--- src/rtl/vga_timing_decoder.sv ---
// vga_timing_decoder
// Rebuilds pixel x/y coordinates from an hsync/vsync/active raster stream,
// measures line and frame geometry against the expected timing, and declares
// lock after LOCK_FRAMES consecutive clean frames.
// Optional feature macro: VGA_TIMING_DECODER_ERRCOUNT_EN. When defined,
// err_count counts LOCKED->SEARCH transitions (saturating at 255); when
// undefined err_count is tied to zero.
module vga_timing_decoder #(
    parameter int H_TOTAL     = 800,
    parameter int V_TOTAL     = 525,
    parameter int H_ACTIVE    = 640,
    parameter int V_ACTIVE    = 480,
    parameter int LOCK_FRAMES = 2
) (
    input  logic       pix_clk,
    input  logic       reset,
    input  logic       hsync_in,
    input  logic       vsync_in,
    input  logic       active_in,
    output logic [9:0] x,
    output logic [9:0] y,
    output logic       pixel_valid,
    output logic       frame_start,
    output logic       locked,
    output logic       timing_err,
    output logic [7:0] err_count
);
    typedef enum logic [1:0] {SEARCH, ACQUIRE, LOCKED} state_e;

    localparam logic [10:0] H_TOTAL_C  = 11'(H_TOTAL);
    localparam logic [10:0] V_TOTAL_C  = 11'(V_TOTAL);
    localparam logic [10:0] H_ACTIVE_C = 11'(H_ACTIVE);
    localparam logic [10:0] V_ACTIVE_C = 11'(V_ACTIVE);
    localparam logic [3:0]  LOCK_C     = 4'(LOCK_FRAMES);
    localparam logic [10:0] CNT_MAX    = 11'h7FF;
    localparam logic [9:0]  COORD_MAX  = 10'h3FF;

    // Input stages: s1 is the registered input, s2 the previous s1 sample
    logic hs1_q, vs1_q, act1_q, hs2_q, vs2_q, act2_q;

    // Measurement state
    logic [10:0] hcnt_q, hcnt_d;       // cycles since last hsync rise, incl. the rise cycle
    logic        h_started_q, h_started_d;
    logic [10:0] aw_q, aw_d;           // active cycles in the current line
    logic [10:0] ln_q, ln_d;           // hsync rises since last vsync rise
    logic [10:0] aln_q, aln_d;         // active falls since last vsync rise
    logic [10:0] ln_inc, aln_inc;

    // FSM state
    state_e      state_q, state_d;
    logic [3:0]  clean_q, clean_d;

    // Registered outputs
    logic [9:0]  x_q, x_d, y_q, y_d;
    logic        pv_q, pv_d, fs_q, fs_d, locked_q, locked_d, terr_q, terr_d;

    logic hs_rise, vs_rise, act_rise, act_fall;
    logic h_bad, a_bad, v_bad, mismatch;

    // Edge detection and geometry checks; checks are ignored while searching
    always_comb begin
        hs_rise  = hs1_q & ~hs2_q;
        vs_rise  = vs1_q & ~vs2_q;
        act_rise = act1_q & ~act2_q;
        act_fall = act2_q & ~act1_q;

        hcnt_d      = hcnt_q;
        h_started_d = h_started_q;
        h_bad       = 1'b0;
        if (hs_rise) begin
            // The first rise after reset only starts the measurement
            h_bad       = h_started_q && (hcnt_q != H_TOTAL_C);
            hcnt_d      = 11'd1;
            h_started_d = 1'b1;
        end else if (hcnt_q != CNT_MAX) begin
            hcnt_d = hcnt_q + 11'd1;
            // Reaching saturation means the line never ended
            h_bad  = h_started_q && (hcnt_q == CNT_MAX - 11'd1);
        end

        aw_d  = aw_q;
        a_bad = 1'b0;
        if (act_fall) begin
            a_bad = (aw_q != H_ACTIVE_C);
            aw_d  = '0;
        end else if (act1_q && (aw_q != CNT_MAX)) begin
            aw_d = aw_q + 11'd1;
        end

        // A coincident hsync/active edge belongs to the frame being closed
        ln_inc  = (hs_rise && (ln_q != CNT_MAX)) ? ln_q + 11'd1 : ln_q;
        aln_inc = (act_fall && (aln_q != CNT_MAX)) ? aln_q + 11'd1 : aln_q;
        v_bad   = 1'b0;
        if (vs_rise) begin
            v_bad = (ln_inc != V_TOTAL_C) || (aln_inc != V_ACTIVE_C);
            ln_d  = '0;
            aln_d = '0;
        end else begin
            ln_d  = ln_inc;
            aln_d = aln_inc;
        end

        mismatch = (state_q != SEARCH) && (h_bad || a_bad || v_bad);
    end

    // Lock FSM: count clean frames, drop back to SEARCH on any mismatch
    always_comb begin
        state_d = state_q;
        clean_d = clean_q;
        case (state_q)
            SEARCH: begin
                if (vs_rise) begin
                    state_d = ACQUIRE;
                    clean_d = '0;
                end
            end
            ACQUIRE: begin
                if (mismatch) begin
                    state_d = SEARCH;
                end else if (vs_rise) begin
                    clean_d = clean_q + 4'd1;
                    if (clean_q + 4'd1 == LOCK_C) begin
                        state_d = LOCKED;
                    end
                end
            end
            LOCKED: begin
                if (mismatch) begin
                    state_d = SEARCH;
                end
            end
            default: state_d = SEARCH;
        endcase
    end

    // Coordinate and status outputs, aligned with pixel_valid
    always_comb begin
        x_d = x_q;
        if (act_rise) begin
            x_d = '0;
        end else if (act1_q && (x_q != COORD_MAX)) begin
            x_d = x_q + 10'd1;
        end

        y_d = y_q;
        if (vs_rise) begin
            y_d = '0;
        end else if (act_fall && (y_q != COORD_MAX)) begin
            y_d = y_q + 10'd1;
        end

        pv_d     = act1_q;
        fs_d     = act1_q && (x_d == '0) && (y_d == '0);
        locked_d = (state_d == LOCKED);
        terr_d   = mismatch;
    end

    // State registers with synchronous reset
    always_ff @(posedge pix_clk) begin
        if (reset) begin
            hs1_q       <= 1'b0;
            vs1_q       <= 1'b0;
            act1_q      <= 1'b0;
            hs2_q       <= 1'b0;
            vs2_q       <= 1'b0;
            act2_q      <= 1'b0;
            hcnt_q      <= '0;
            h_started_q <= 1'b0;
            aw_q        <= '0;
            ln_q        <= '0;
            aln_q       <= '0;
            state_q     <= SEARCH;
            clean_q     <= '0;
            x_q         <= '0;
            y_q         <= '0;
            pv_q        <= 1'b0;
            fs_q        <= 1'b0;
            locked_q    <= 1'b0;
            terr_q      <= 1'b0;
        end else begin
            hs1_q       <= hsync_in;
            vs1_q       <= vsync_in;
            act1_q      <= active_in;
            hs2_q       <= hs1_q;
            vs2_q       <= vs1_q;
            act2_q      <= act1_q;
            hcnt_q      <= hcnt_d;
            h_started_q <= h_started_d;
            aw_q        <= aw_d;
            ln_q        <= ln_d;
            aln_q       <= aln_d;
            state_q     <= state_d;
            clean_q     <= clean_d;
            x_q         <= x_d;
            y_q         <= y_d;
            pv_q        <= pv_d;
            fs_q        <= fs_d;
            locked_q    <= locked_d;
            terr_q      <= terr_d;
        end
    end

`ifdef VGA_TIMING_DECODER_ERRCOUNT_EN
    logic [7:0] errc_q, errc_d;

    // Lock-loss counter, saturating, cleared only by reset
    always_comb begin
        errc_d = errc_q;
        if ((state_q == LOCKED) && (state_d == SEARCH) && (errc_q != 8'hFF)) begin
            errc_d = errc_q + 8'd1;
        end
    end

    // Lock-loss counter register
    always_ff @(posedge pix_clk) begin
        if (reset) begin
            errc_q <= '0;
        end else begin
            errc_q <= errc_d;
        end
    end

    assign err_count = errc_q;
`else
    assign err_count = '0;
`endif

    assign x           = x_q;
    assign y           = y_q;
    assign pixel_valid = pv_q;
    assign frame_start = fs_q;
    assign locked      = locked_q;
    assign timing_err  = terr_q;
endmodule

--- config.mk ---
export PLATFORM = sky130hd
export DESIGN_NAME = vga_timing_decoder
export DESIGN_NICKNAME = d
export VERILOG_FILES = /design/src/rtl/vga_timing_decoder.sv
export SDC_FILE = /design/constraint.sdc
export NUM_CORES = 1
export LEC_CHECK = 0
export CAP_MARGIN = 0
export CORE_UTILIZATION = 40
export CTS_CLUSTER_DIAMETER = 80
export DETAILED_ROUTE_END_ITERATION = 16
export PLACE_DENSITY_LB_ADDON = 0.1
export RECOVER_POWER = 25
export SLEW_MARGIN = 5
export SYNTH_ARGS = -nofsm -noshare
export SYNTH_HDL_FRONTEND = slang
export SYNTH_SLANG_ARGS = --single-unit
--- constraint.sdc ---
create_clock -name pix_clk -period 3.6 [get_ports pix_clk]
set_clock_uncertainty 0.15 [all_clocks]
set_input_delay 0.72 -clock pix_clk [delete_from_list [all_inputs] [get_ports pix_clk]]
set_output_delay 0.72 -clock pix_clk [all_outputs]
set_load 0.05 [all_outputs]
### Word level (Yosys, flattened, before mapping)

Index checks and enable logic that the tools add are counted.

| cells by class | value |
|---|---|
| bitwise logic cells | 8 |
| add/sub/neg operators | 7 |
| eq/ne operators | 18 |
| muxes and demuxes | 22 |
| reduce and logical (&&, ||, !) cells | 23 |

Operator list:

| cell | count |
|---|---|
| $add 11x1->11 const B | 4 |
| $ne 11x11->1 const B | 4 |
| $mux 10 | 4 |
| $ne 11x10->1 const B | 3 |
| $mux 11 | 2 |
| $add 10x1->10 const B | 2 |
| $logic_not 10->1 | 2 |
| $ne 10x10->1 const B | 2 |
| $mux 4 | 3 |
| $eq 11x11->1 const B | 1 |
| $ne 11x9->1 const B | 1 |
| $logic_and 1x1->1 | 10 |
| $mux 2 | 5 |
| $pmux 4 s2 | 1 |
| $mux 1 | 6 |
| $ne 2x2->1 const B | 3 |
| $pmux 2 s3 | 1 |
| $reduce_bool 2->1 | 3 |
| $reduce_or 2->1 | 3 |
| $add 4x1->4 const B | 1 |
| $and 1x1->1 | 4 |
| $eq 2x2->1 const B | 2 |
| $eq 4x2->1 const B | 1 |
| $not 1->1 | 4 |
| other kinds (4) | 6 |

| word-level totals | value |
|---|---|
| input port bits | 5 |
| register bits | 80 |
| output and inout port bits | 32 |
| word-level logic and storage cells | 97 |

### Logic depth before layout (Yosys ltp)

Gate-level depths: netlist of run 1.

| logic depth | value |
|---|---|
| depth after elaboration | 12 |
| mapped depth | 11 |
| gate-level depth less buffers | 8 |

### Worst setup path before layout of run 1

Ideal clock, no wire load.

| timing | value |
|---|---|
| kind | register to register |
| start point | register y_q[1], in the netlist y[1] |
| end point | register fs_q, in the netlist frame_start |
| buffers on the path | 2 |
| stages on the path, launching flop included | 11 |
| data arrival time | 2.601 ns |
| period minus slack after synthesis | 2.836 ns |
| data required time | 3.364 ns |
| library setup time | 0.086 ns |
| path slack | 0.764 ns |
| path through | dfxtp_1 ha_1 nand4_1 o31a_1 clkbuf_1 and4_1 clkbuf_1 mux2_2 o221ai_1 nand3b_1 a211oi_1 |

| between the ends | value |
|---|---|
| cells in the longest elaborated chain, start to end | 6 |
| elaborated cells on any way between the ends | 7 |
| those cells by class | add/sub: 1; eq/ne: 1; mux: 2; reduce/logical: 3 |

RTL lines:

| what | line | text |
|---|---|---|
| start: declaration | 54 | `logic [9:0] x_q, x_d, y_q, y_d;` |
| start signal: assignment | 195 | `y_q <= y_d;` |
| parallel branches: the longest is 2 deep, another holds $add 10x1->10 | -- |  |
| $mux 10 (*) | 148 | `end else if (act_fall && (y_q != COORD_MAX)) begin` |
| $mux 10 (*) | 146 | `if (vs_rise) begin` |
| $logic_not 10->1 (*) | 153 | `fs_d = act1_q && (x_d == '0) && (y_d == '0);` |
| $logic_and 1x1->1 (*) | 153 |  |
| end signal: assignment | 197 | `fs_q <= fs_d;` |
| end: declaration | 55 | `logic pv_q, pv_d, fs_q, fs_d, locked_q, locked_d, terr_q, terr_d;` |

Mark *: on every way between the ends.
A chain may end at the register's enable or synchronous reset.

### Worst setup path after layout of run 1

| timing | value |
|---|---|
| start point | register ln_q[0] |
| end point | register clean_q[3] |

| between the ends | value |
|---|---|
| cells in the longest elaborated chain, start to end | 10 |
| elaborated cells on any way between the ends | 11 |
| those cells by class | add/sub: 1; eq/ne: 3; mux: 2; reduce/logical: 5 |

RTL lines:

| what | line | text |
|---|---|---|
| start: declaration | 45 | `logic [10:0] ln_q, ln_d;` |
| start signal: assignment | 190 | `ln_q <= ln_d;` |
| parallel branches: the longest is 2 deep, another holds $add 11x1->11 | -- |  |
| $mux 11 (*) | 91 | `ln_inc = (hs_rise && (ln_q != CNT_MAX)) ? ln_q + 11'd1 : ln_q;` |
| $ne 11x10->1 (*) | 95 | `v_bad = (ln_inc != V_TOTAL_C) \|\| (aln_inc != V_ACTIVE_C);` |
| $logic_or 1x1->1 (*) | 95 |  |
| $mux 1 (*) | 94 | `if (vs_rise) begin` |
| $logic_or 1x1->1 (*) | 103 | `mismatch = (state_q != SEARCH) && (h_bad \|\| a_bad \|\| v_bad);` |
| $logic_and 1x1->1 (*) | 103 |  |
| $ne 2x2->1 (no source line) (*) | -- |  |
| $reduce_and 4->1 (no source line) (*) | -- |  |
| end signal: assignment | 193 | `clean_q <= clean_d;` |
| end: declaration | 51 | `logic [3:0] clean_q, clean_d;` |

Marked as above.

==> flow_summary.yaml, run 1 <==
die:
  die_y_um: 106
  placementRows: 37
  core_area_mm2: 0.0105
  die_x_um: 106
  fp.dieArea_mm2: 0.0113
  start_util_pct: 41.7
  ios: 37
critical_path:
  ff2ff_path_depth: 9
  worstPathRequired_ps: 3700
  path_class: "reg2reg"
  rrSetupSlack_ps: 610
  critPathCaptureType: "register"
  path_cells: "ha_1, and3b_1, o311ai_4, mux2i_1, a2111oi_0, nand4_1, buf_4, or3_1, o311ai_0"
  cpMaxStageDelayCell: "a2111oi_0"
  crit_path_max_fanout: 11
  reg2reg_from: "ln_q[0]"
  slowest_delay_ps: 490
  critPathLaunchType: "register"
  r2r_end: "clean_q[3]"
  critPathArrivalTime_ps: 3080
logic_synthesis:
  yosysTopAreaCell: "dfxtp_1"
  ys_seq_area_share_pct: 36.7
  synth_cell_types: 72
  syn_avg_cell_area_um2: 8.53
  synth.area.top_cells: "dfxtp_1 37%, nor2_1 6.8%, xnor2_1 5.2%"
  synth-main-ff-cell: "dfxtp_1"
  synth_top_family_by_area: "simple AND/OR/NAND/NOR gates"
  netlist_instances: 512
  synth-warning-count: 0
  muxShareOfSynthArea_pct: 1.63
  synth_fa_ha_area_share_pct: 3.15
  synthXorXnorAreaFrac_pct: 8.42
  synth_area_mm2: 0.00437
  synthDominantCellAreaShare_pct: 36.7
  synthArstFlopShare_pct: 0
  synth-compound-area-share_pct: 14.5
  ys_ff_latch: 80
  synth_edf_count: 0
  synthSimpleGateAreaFrac_pct: 29.1
timing:
  grt_setup_unrepaired: "false"
  holdWs_ps: 323
  timing.final.crit_share_pct: 82.9
  tns_ps: 0
  hold_viol: 0
  period_needed_ps: 2990
  worst_slack_ps: 615
  max_freq_mhz: 335
  slew_viol_final: 0
  setup_viol: 0
  worst_slew_pin_slew_ps: 884
  max_slew_margin_pct: 41.1
power:
  sequentialPowerShare_pct: 51.9
  p_per_area_mw_per_mm2: 360
  pwr-share-comb_pct: 7.3
  power_leakage_nw: 1.62
  swShare_pct: 24.0
  switchingPower_uw: 423
  p_total_mw: 1.76
  irDropWorstVdd_uv: 284
  power_frac_clock_pct: 40.8
  p_int_mw: 1.33
layout:
  drive_gt1_share_pct: 6.53
  diodes: 0
  syn_to_final_growth_pct: 11.8
  finalNonFillerCells: 672
  nets: 547
  final_area_mm2: 0.00488
  final_core_util_pct: 46.7
global_routing:
  grt_max_degree: 22
  antenna_found_initial: 0
  use_met2_pct: 26.6
  gr-total-overflow: 0
  grt_use_met3_pct: 5.64
  met1_usage_pct: 22.4
  grt_pass1_wl_mm: 15.5
  grt-busiest-layer: "met2"
  grt_pass1_vias: 3301
  grt_use_total_pct: 17.1
min_path:
  min_path_type: "reg2reg"
  min_path_cells: 2
  whs_endpoint: "h_started_q"
  hold_path.startpoint: "h_started_q"
cts:
  numCtsBuffers: 9
  post-cts-setup-buffers: 0
  cts_sinks: 80
  path_clk_slew_ps: 80
  cts_hold_buffers: 0
  cts.path.max_buffers: 2
  cts_root_buf: "clkbuf_8"
  htreeDepth: 3
  post_cts_resized: 0
  clk-insertion-delay-late_ps: 360
  cts_tree: "done"
route:
  post-route-drc-count: 0
  routedWlPerCell_um: 13.5
  vias_per_cell: 5.30
  vias: 3563
  drtPass1Iterations: 4
  wirelength_mm: 9.09
  ant_nets: 0
  drt_iter0_markers: 173
placed_design:
  dp_hpwl_mm: 6.47
  dp_slack_ps: 638
  gp_congestion: 0.769
  numPortBuffers: 28
  dp.cells: 656
  placed_area_mm2: 0.00467
status:
  status: "complete, no violations"
run:
  max-cap-violations: 0
## final cells by class
type | count | area [um2]
timing repair buffer | 32 | 307
tap | 136 | 170
sequential | 80 | 1600
inverter | 20 | 75.1
multi-input combinational | 388 | 2510
clock inverter | 2 | 35.0
clock buffer | 14 | 183
fill | 1046 | 5580
## power by group through the flow
stage | logic, mW | clock network, mW | registers, mW
finish | 0.128 | 0.717 | 0.912
detailed placement | 0.130 | 0 | 0.932
CTS | 0.130 | 0.750 | 0.912
floorplan | 0.104 | 0 | 0.936
global route | 0.141 | 0.792 | 0.914
global placement | 0.129 | 0 | 0.932
## placed cells by master, fill, tap and decap left out, types with 12 or more instances in the layout
cell type	n
dfxtp_1	80
nor2_1	79
nand2_1	28
clkdlybuf4s50_1	27
xnor2_1	26
nand3_1	24
a21oi_1	22
inv_1	20
xor2_1	16
nor3_1	16
nand4_1	15
clkbuf_8	13
nor2b_1	12
## cells in the mapped netlist (5+ instances only)
library cell	n
nand4_1	15
ha_1	11
dfxtp_1	80
inv_1	20
nor2b_1	12
nand4b_1	7
nand2_1	28
and4_1	5
xor2_1	16
xnor2_1	26
nor4_1	5
a31oi_1	6
clkbuf_1	8
nand2b_1	8
a21oi_1	22
nor3_1	16
o31ai_1	6
and3_1	8
nand3_1	24
mux2i_1	6
or3_1	6
o21ai_0	10
buf_4	10
nor2_1	79
## logic make-up (layout without fill, tap and decap cells)
logic type	after synthesis	after routing
AOI/OAI and AO/OA	80	80
muxes	7	7
and+or+nand+nor	240	240
DFF	80	80
xor gates and xnor gates	42	42
adders and majority gates	11	11
buffers and inverters	51	68
other	1	8
## state kept, by name (all words and copies together) (netlist names)
name / cells
hcnt_q: 11
frame_start: 1
vs2_q: 1
state_q: 2
hs1_q: 1
hs2_q: 1
aln_q: 11
ln_q: 11
vs1_q: 1
clean_q: 4
x: 10
aw_q: 11
pixel_valid: 1
locked: 1
act1_q: 1
h_started_q: 1
y: 10
timing_err: 1
## critical path, delay by kind of cell, from the launching register on
family	cells	cell delay [ps]
AO/OA/AOI/OAI	3	780
adder cells (fa/ha/maj)	1	260
buffers and inverters	1	220
flip-flops	1	430
multiplexers	1	160
AND/OR/NAND/NOR	3	880
## worst max path at each step
stage / to / start / cells past startpoint / slack (ps)
detailed placement: clean_q[3] / aln_q[0] / 9 / 640
finish: clean_q[3] / ln_q[0] / 9 / 610
global route: clean_q[3] / ln_q[0] / 9 / 430
global placement: clean_q[3] / aln_q[0] / 9 / 740
CTS: clean_q[3] / ln_q[0] / 9 / 630
floorplan: frame_start / y[1] / 10 / 760
## layer usage
layer / routed length [um] / vias up
met5: 0 / -
met4: 112 / 0
met3: 229 / 9
met2: 4080 / 37
met1: 4670 / 1655
li1: - / 1862
Power figures use the tool's default switching activity.
==> run 2: changes to the inputs <==
clock period = 3.11 ns   (was 3.6 ns; I/O delays follow)
==> flow_summary.yaml, run 2 (synthesis results as in run 1) <==
critical_path:
  cpMaxStageDelayCell: "dfxtp_1"
  crit_path_end: "locked"
  path_cells: "ha_1, nand3_2, or2_1, or3_1, a222oi_1, nand4_1, buf_4, a2111oi_4"
  critPathLaunch: "aln_q[0]"
  reg2reg_from: "aln_q[0]"
  r2r_end: "locked"
  ff2ff_path_depth: 8
  worstPathRequired_ps: 3230
  slowest_delay_ps: 460
  critPathLaunchType: "register"
  rrSetupSlack_ps: 230
  critPathCaptureType: "register"
  crit_path_max_fanout: 7
  critPathArrivalTime_ps: 3000
  path_class: "reg2reg"
global_routing:
  grt_pass1_wl_mm: 15.7
  grt_max_degree: 29
  antenna_found_initial: 0
  grt_use_total_pct: 17.5
  grt_pass1_vias: 3254
  gr-total-overflow: 0
cts:
  htreeDepth: 3
  cts_root_buf: "clkbuf_8"
  cts_hold_buffers: 0
  post_cts_resized: 0
  cts_sinks: 80
  post-cts-setup-buffers: 0
  numCtsBuffers: 9
  cts.path.max_buffers: 2
  cts_tree: "done"
  clk-insertion-delay-late_ps: 360
  path_clk_slew_ps: 80
timing:
  max_slew_margin_pct: 12.0
  holdWs_ps: 315
  period_needed_ps: 2880
  tns_ps: 0
  max_freq_mhz: 347
  worst_slack_ps: 230
  timing.final.crit_share_pct: 92.6
  hold_viol: 0
  slew_viol_final: 0
  grt_setup_unrepaired: "false"
  worst_slew_pin_slew_ps: 1320
  setup_viol: 0
route:
  vias: 3606
  drt_iter0_markers: 188
  drtPass1Iterations: 4
  vias_per_cell: 5.32
  post-route-drc-count: 0
  ant_nets: 0
  routedWlPerCell_um: 13.7
  wirelength_mm: 9.30
layout:
  diodes: 0
  mostFrequentLayoutCells: "80 x dfxtp_1, 79 x nor2_1, 28 x nand2_1"
  fillers: 1101
  regArea_mm2: 0.00160
  multi_input_area_mm2: 0.00251
  syn_to_final_growth_pct: 11.4
  nets: 553
  drive_gt1_share_pct: 6.64
  final_common_cell: "dfxtp_1"
placed_design:
  dp_hpwl_mm: 6.68
  numPortBuffers: 28
  dp_slack_ps: 252
  gp_congestion: 0.804
die:
  core_area_mm2: 0.0105
  start_util_pct: 41.7
  fp.dieArea_mm2: 0.0113
  die_y_um: 106
  ios: 37
  die_x_um: 106
  placementRows: 37
status:
  status: "complete, no violations"
power:
  power_leakage_nw: 1.61
  irDropWorstVdd_uv: 341
  p_per_area_mw_per_mm2: 389
min_path:
  min_path_type: "reg2reg"
run:
  max-cap-violations: 0
run 2: cell count changes in the layout (fill, tap and decap cells not counted), sizes merged:
cell / change
buf: +3
clkbuf: +2
bufinv: -1
clkinv: +1
clkinvlp: +1
run 2: report_power, final:
part	switching, mW	total, mW	internal, mW
Combinational	0.103	0.153	0.0504
Sequential	0.0169	1.05	1.04
Clock	0.375	0.685	0.310
Total	0.494	1.89	1.40
run 2: how the worst min path moves through the flow:
stage / from / end / slack, ps / cells after the start
finish: h_started_q / h_started_q / 310 / 2
global placement: h_started_q / h_started_q / 300 / 2
floorplan: h_started_q / h_started_q / 280 / 2
global route: h_started_q / h_started_q / 340 / 2
detailed placement: h_started_q / h_started_q / 300 / 2
CTS: h_started_q / h_started_q / 310 / 2
run 2: stage by stage:
| stage | cell area, um2 | utilization, % | instances | power [mW] |
|---|---|---|---|---|
| 4_1_cts | 4880 | 46.7 | 678 | 1.93 |
| 6_report | 4870 | 46.5 | 678 | 1.89 |
| 3_5_place_dp | 4710 | 45.1 | 662 | 1.24 |
| 5_1_grt | 4870 | 46.5 | 678 | 1.99 |
| 2_1_floorplan | 4390 | - | 519 | 1.20 |
| 3_3_place_gp | 4710 | 45.1 | 662 | 1.23 |
run 2: area by class of cell:
| cell class | instances | area share, % |
|---|---|---|
| multi-input cells | 388 | 51.6 |
| flip-flops and latches | 80 | 32.9 |
| repair buffers | 38 | 6.99 |
| well taps | 136 | 3.50 |
| clock buffers | 13 | 3.06 |
| inverters | 20 | 1.54 |
| clock inverters | 3 | 0.360 |
run 2: layer usage:
| layer | up-vias | part of all wire, % | GRT usage [%] |
|---|---|---|---|
| met5 | - | 0 | 0 |
| met4 | 0 | 1.5 | 6.46 |
| met3 | 11 | 3.7 | 5.33 |
| met2 | 50 | 45 | 26.7 |
| met1 | 1691 | 50 | 23.2 |
| li1 | 1854 | - | - |
run 2: critical path: cells and delay by family, from the launching register on:
family / cells / cell delay (ps)
DFF: 1 / 460
buffers and inverters: 1 / 210
and+or+nand+nor: 4 / 990
adders and majority gates: 1 / 270
AOI/OAI and AO/OA: 2 / 700
==> run 3: changes to the inputs <==
SETUP_SLACK_MARGIN = 0.5   (was not set)
==> flow_summary.yaml, run 3 (synthesis results as in run 1) <==
status:
  status: "complete, no violations"
global_routing:
  gr-total-overflow: 0
  grt_use_total_pct: 17.4
  grt_pass1_vias: 3408
  antenna_found_initial: 1
  grt_max_degree: 29
  grt_pass1_wl_mm: 15.9
timing:
  max_freq_mhz: 374
  hold_viol: 0
  slew_viol_final: 0
  grt_setup_unrepaired: "true"
  timing.final.crit_share_pct: 86.0
  holdWs_ps: 329
  worst_slew_pin_slew_ps: 1300
  tns_ps: 0
  setup_viol: 0
  period_needed_ps: 2670
  max_slew_margin_pct: 13.1
critical_path:
  rrSetupSlack_ps: 500
  worstPathRequired_ps: 3140
  path_class: "in2reg"
  crit_path_max_fanout: 28
  critPathLaunch: "reset"
  critPathLaunchType: "input port"
  r2r_end: "clean_q[1]"
  crit_path_end: "aln_q[2]"
  critPathCaptureType: "register"
  critPathArrivalTime_ps: 2700
  ff2ff_path_depth: 9
  slowest_delay_ps: 960
  reg2reg_from: "ln_q[1]"
  path_cells: "dlygate4sd3_1, nand2b_1, clkbuf_1, nor3_1"
  cpMaxStageDelayCell: "clkbuf_1"
min_path:
  min_path_cells: 1
  min_path_type: "reg2reg"
die:
  fp.dieArea_mm2: 0.0113
  placementRows: 37
  die_y_um: 106
  start_util_pct: 41.7
  ios: 37
  core_area_mm2: 0.0105
  die_x_um: 106
layout:
  regArea_mm2: 0.00163
  finalNonFillerCells: 685
  fillers: 1052
  syn_to_final_growth_pct: 15.6
  multi_input_area_mm2: 0.00260
  drive_gt1_share_pct: 12.8
  final_core_util_pct: 48.3
  nets: 559
  final_common_cell: "nor2_1"
  mostFrequentLayoutCells: "79 x nor2_1, 64 x dfxtp_1, 28 x nand2_1"
route:
  drt_iter0_markers: 129
  routedWlPerCell_um: 13.9
  drtPass1Iterations: 4
  wirelength_mm: 9.49
  post-route-drc-count: 0
  vias: 3689
  ant_nets: 0
  vias_per_cell: 5.39
cts:
  numCtsBuffers: 9
  cts_root_buf: "clkbuf_8"
  cts.path.max_buffers: 2
  clk-insertion-delay-late_ps: 350
  htreeDepth: 3
  path_clk_slew_ps: 90
  cts_sinks: 80
  cts_hold_buffers: 0
  cts_tree: "done"
run:
  max-cap-violations: 0
power:
  p_per_area_mw_per_mm2: 388
  irDropWorstVdd_uv: 156
  power_leakage_nw: 1.66
placed_design:
  numPortBuffers: 28
  gp_congestion: 0.804
  dp_hpwl_mm: 6.72
  dp.cells: 662
run 3: cell types whose count changed in the layout (fill, tap and decap cells not counted), moves of 2 or more:
cell       change
buf_4          +4
a2111oi_2      +2
dfxtp_4        +4
ha_4           +2
buf_6          +2
o311ai_1       +2
dfxtp_2       +12
dfxtp_1       -16
o311ai_0       -2
ha_1           -3
run 3: final cells by class:
| type | count | share of cell area, % |
|---|---|---|
| well taps | 136 | 3.37 |
| clock buffers | 12 | 2.68 |
| inverters | 20 | 1.49 |
| repair buffers | 44 | 7.78 |
| multi-input cells | 388 | 51.4 |
| clock inverters | 4 | 0.892 |
| flip-flops and latches | 80 | 32.3 |
| diodes | 1 | 0.0496 |
run 3: routing by layer:
metal  global-route usage (%)  up-vias  wire (um)
met3                     3.13       12        222
met5                        0        -          0
li1                         -     1875          -
met2                     27.8       36       4450
met4                     7.24        0        119
met1                     23.2     1766       4700
run 3: repair_timing:
action                     CTS  global route
resized for setup           25            11
cloned                       0             0
pin swaps                    6            11
buffers inserted             3             3
setup endpoints to repair    9             8
run 3: stage by stage:
step	setup WS, ps	total power [mW]	area, um2
final	436	1.96	5050
after global routing	191	2.05	5050
after CTS	507	1.99	5010
after detailed placement	209	1.23	4720
after global placement	356	1.23	4720
after floorplan	502	1.20	4400
run 3: critical path, delay by kind of cell:
kind / cells / cell delay [ps]
buffers and inverters: 2 / 1770
and+or+nand+nor: 2 / 310
run 3: worst min path at each step:
| stage | start | end | slack [ps] |
|---|---|---|---|
| after global placement | h_started_q | h_started_q | 300 |
| after CTS | h_started_q | h_started_q | 310 |
| after detailed placement | h_started_q | h_started_q | 300 |
| after floorplan | h_started_q | h_started_q | 280 |
| final | vs1_q | vs2_q | 330 |
| after global routing | vs1_q | vs2_q | 350 |
run 3: report_power, final:
part,leakage [nW],internal (mW),switching (mW)
logic,0.915,0.0556,0.105
registers,0.656,1.04,0.0170
clock network,0.0941,0.369,0.375
total,1.66,1.46,0.497
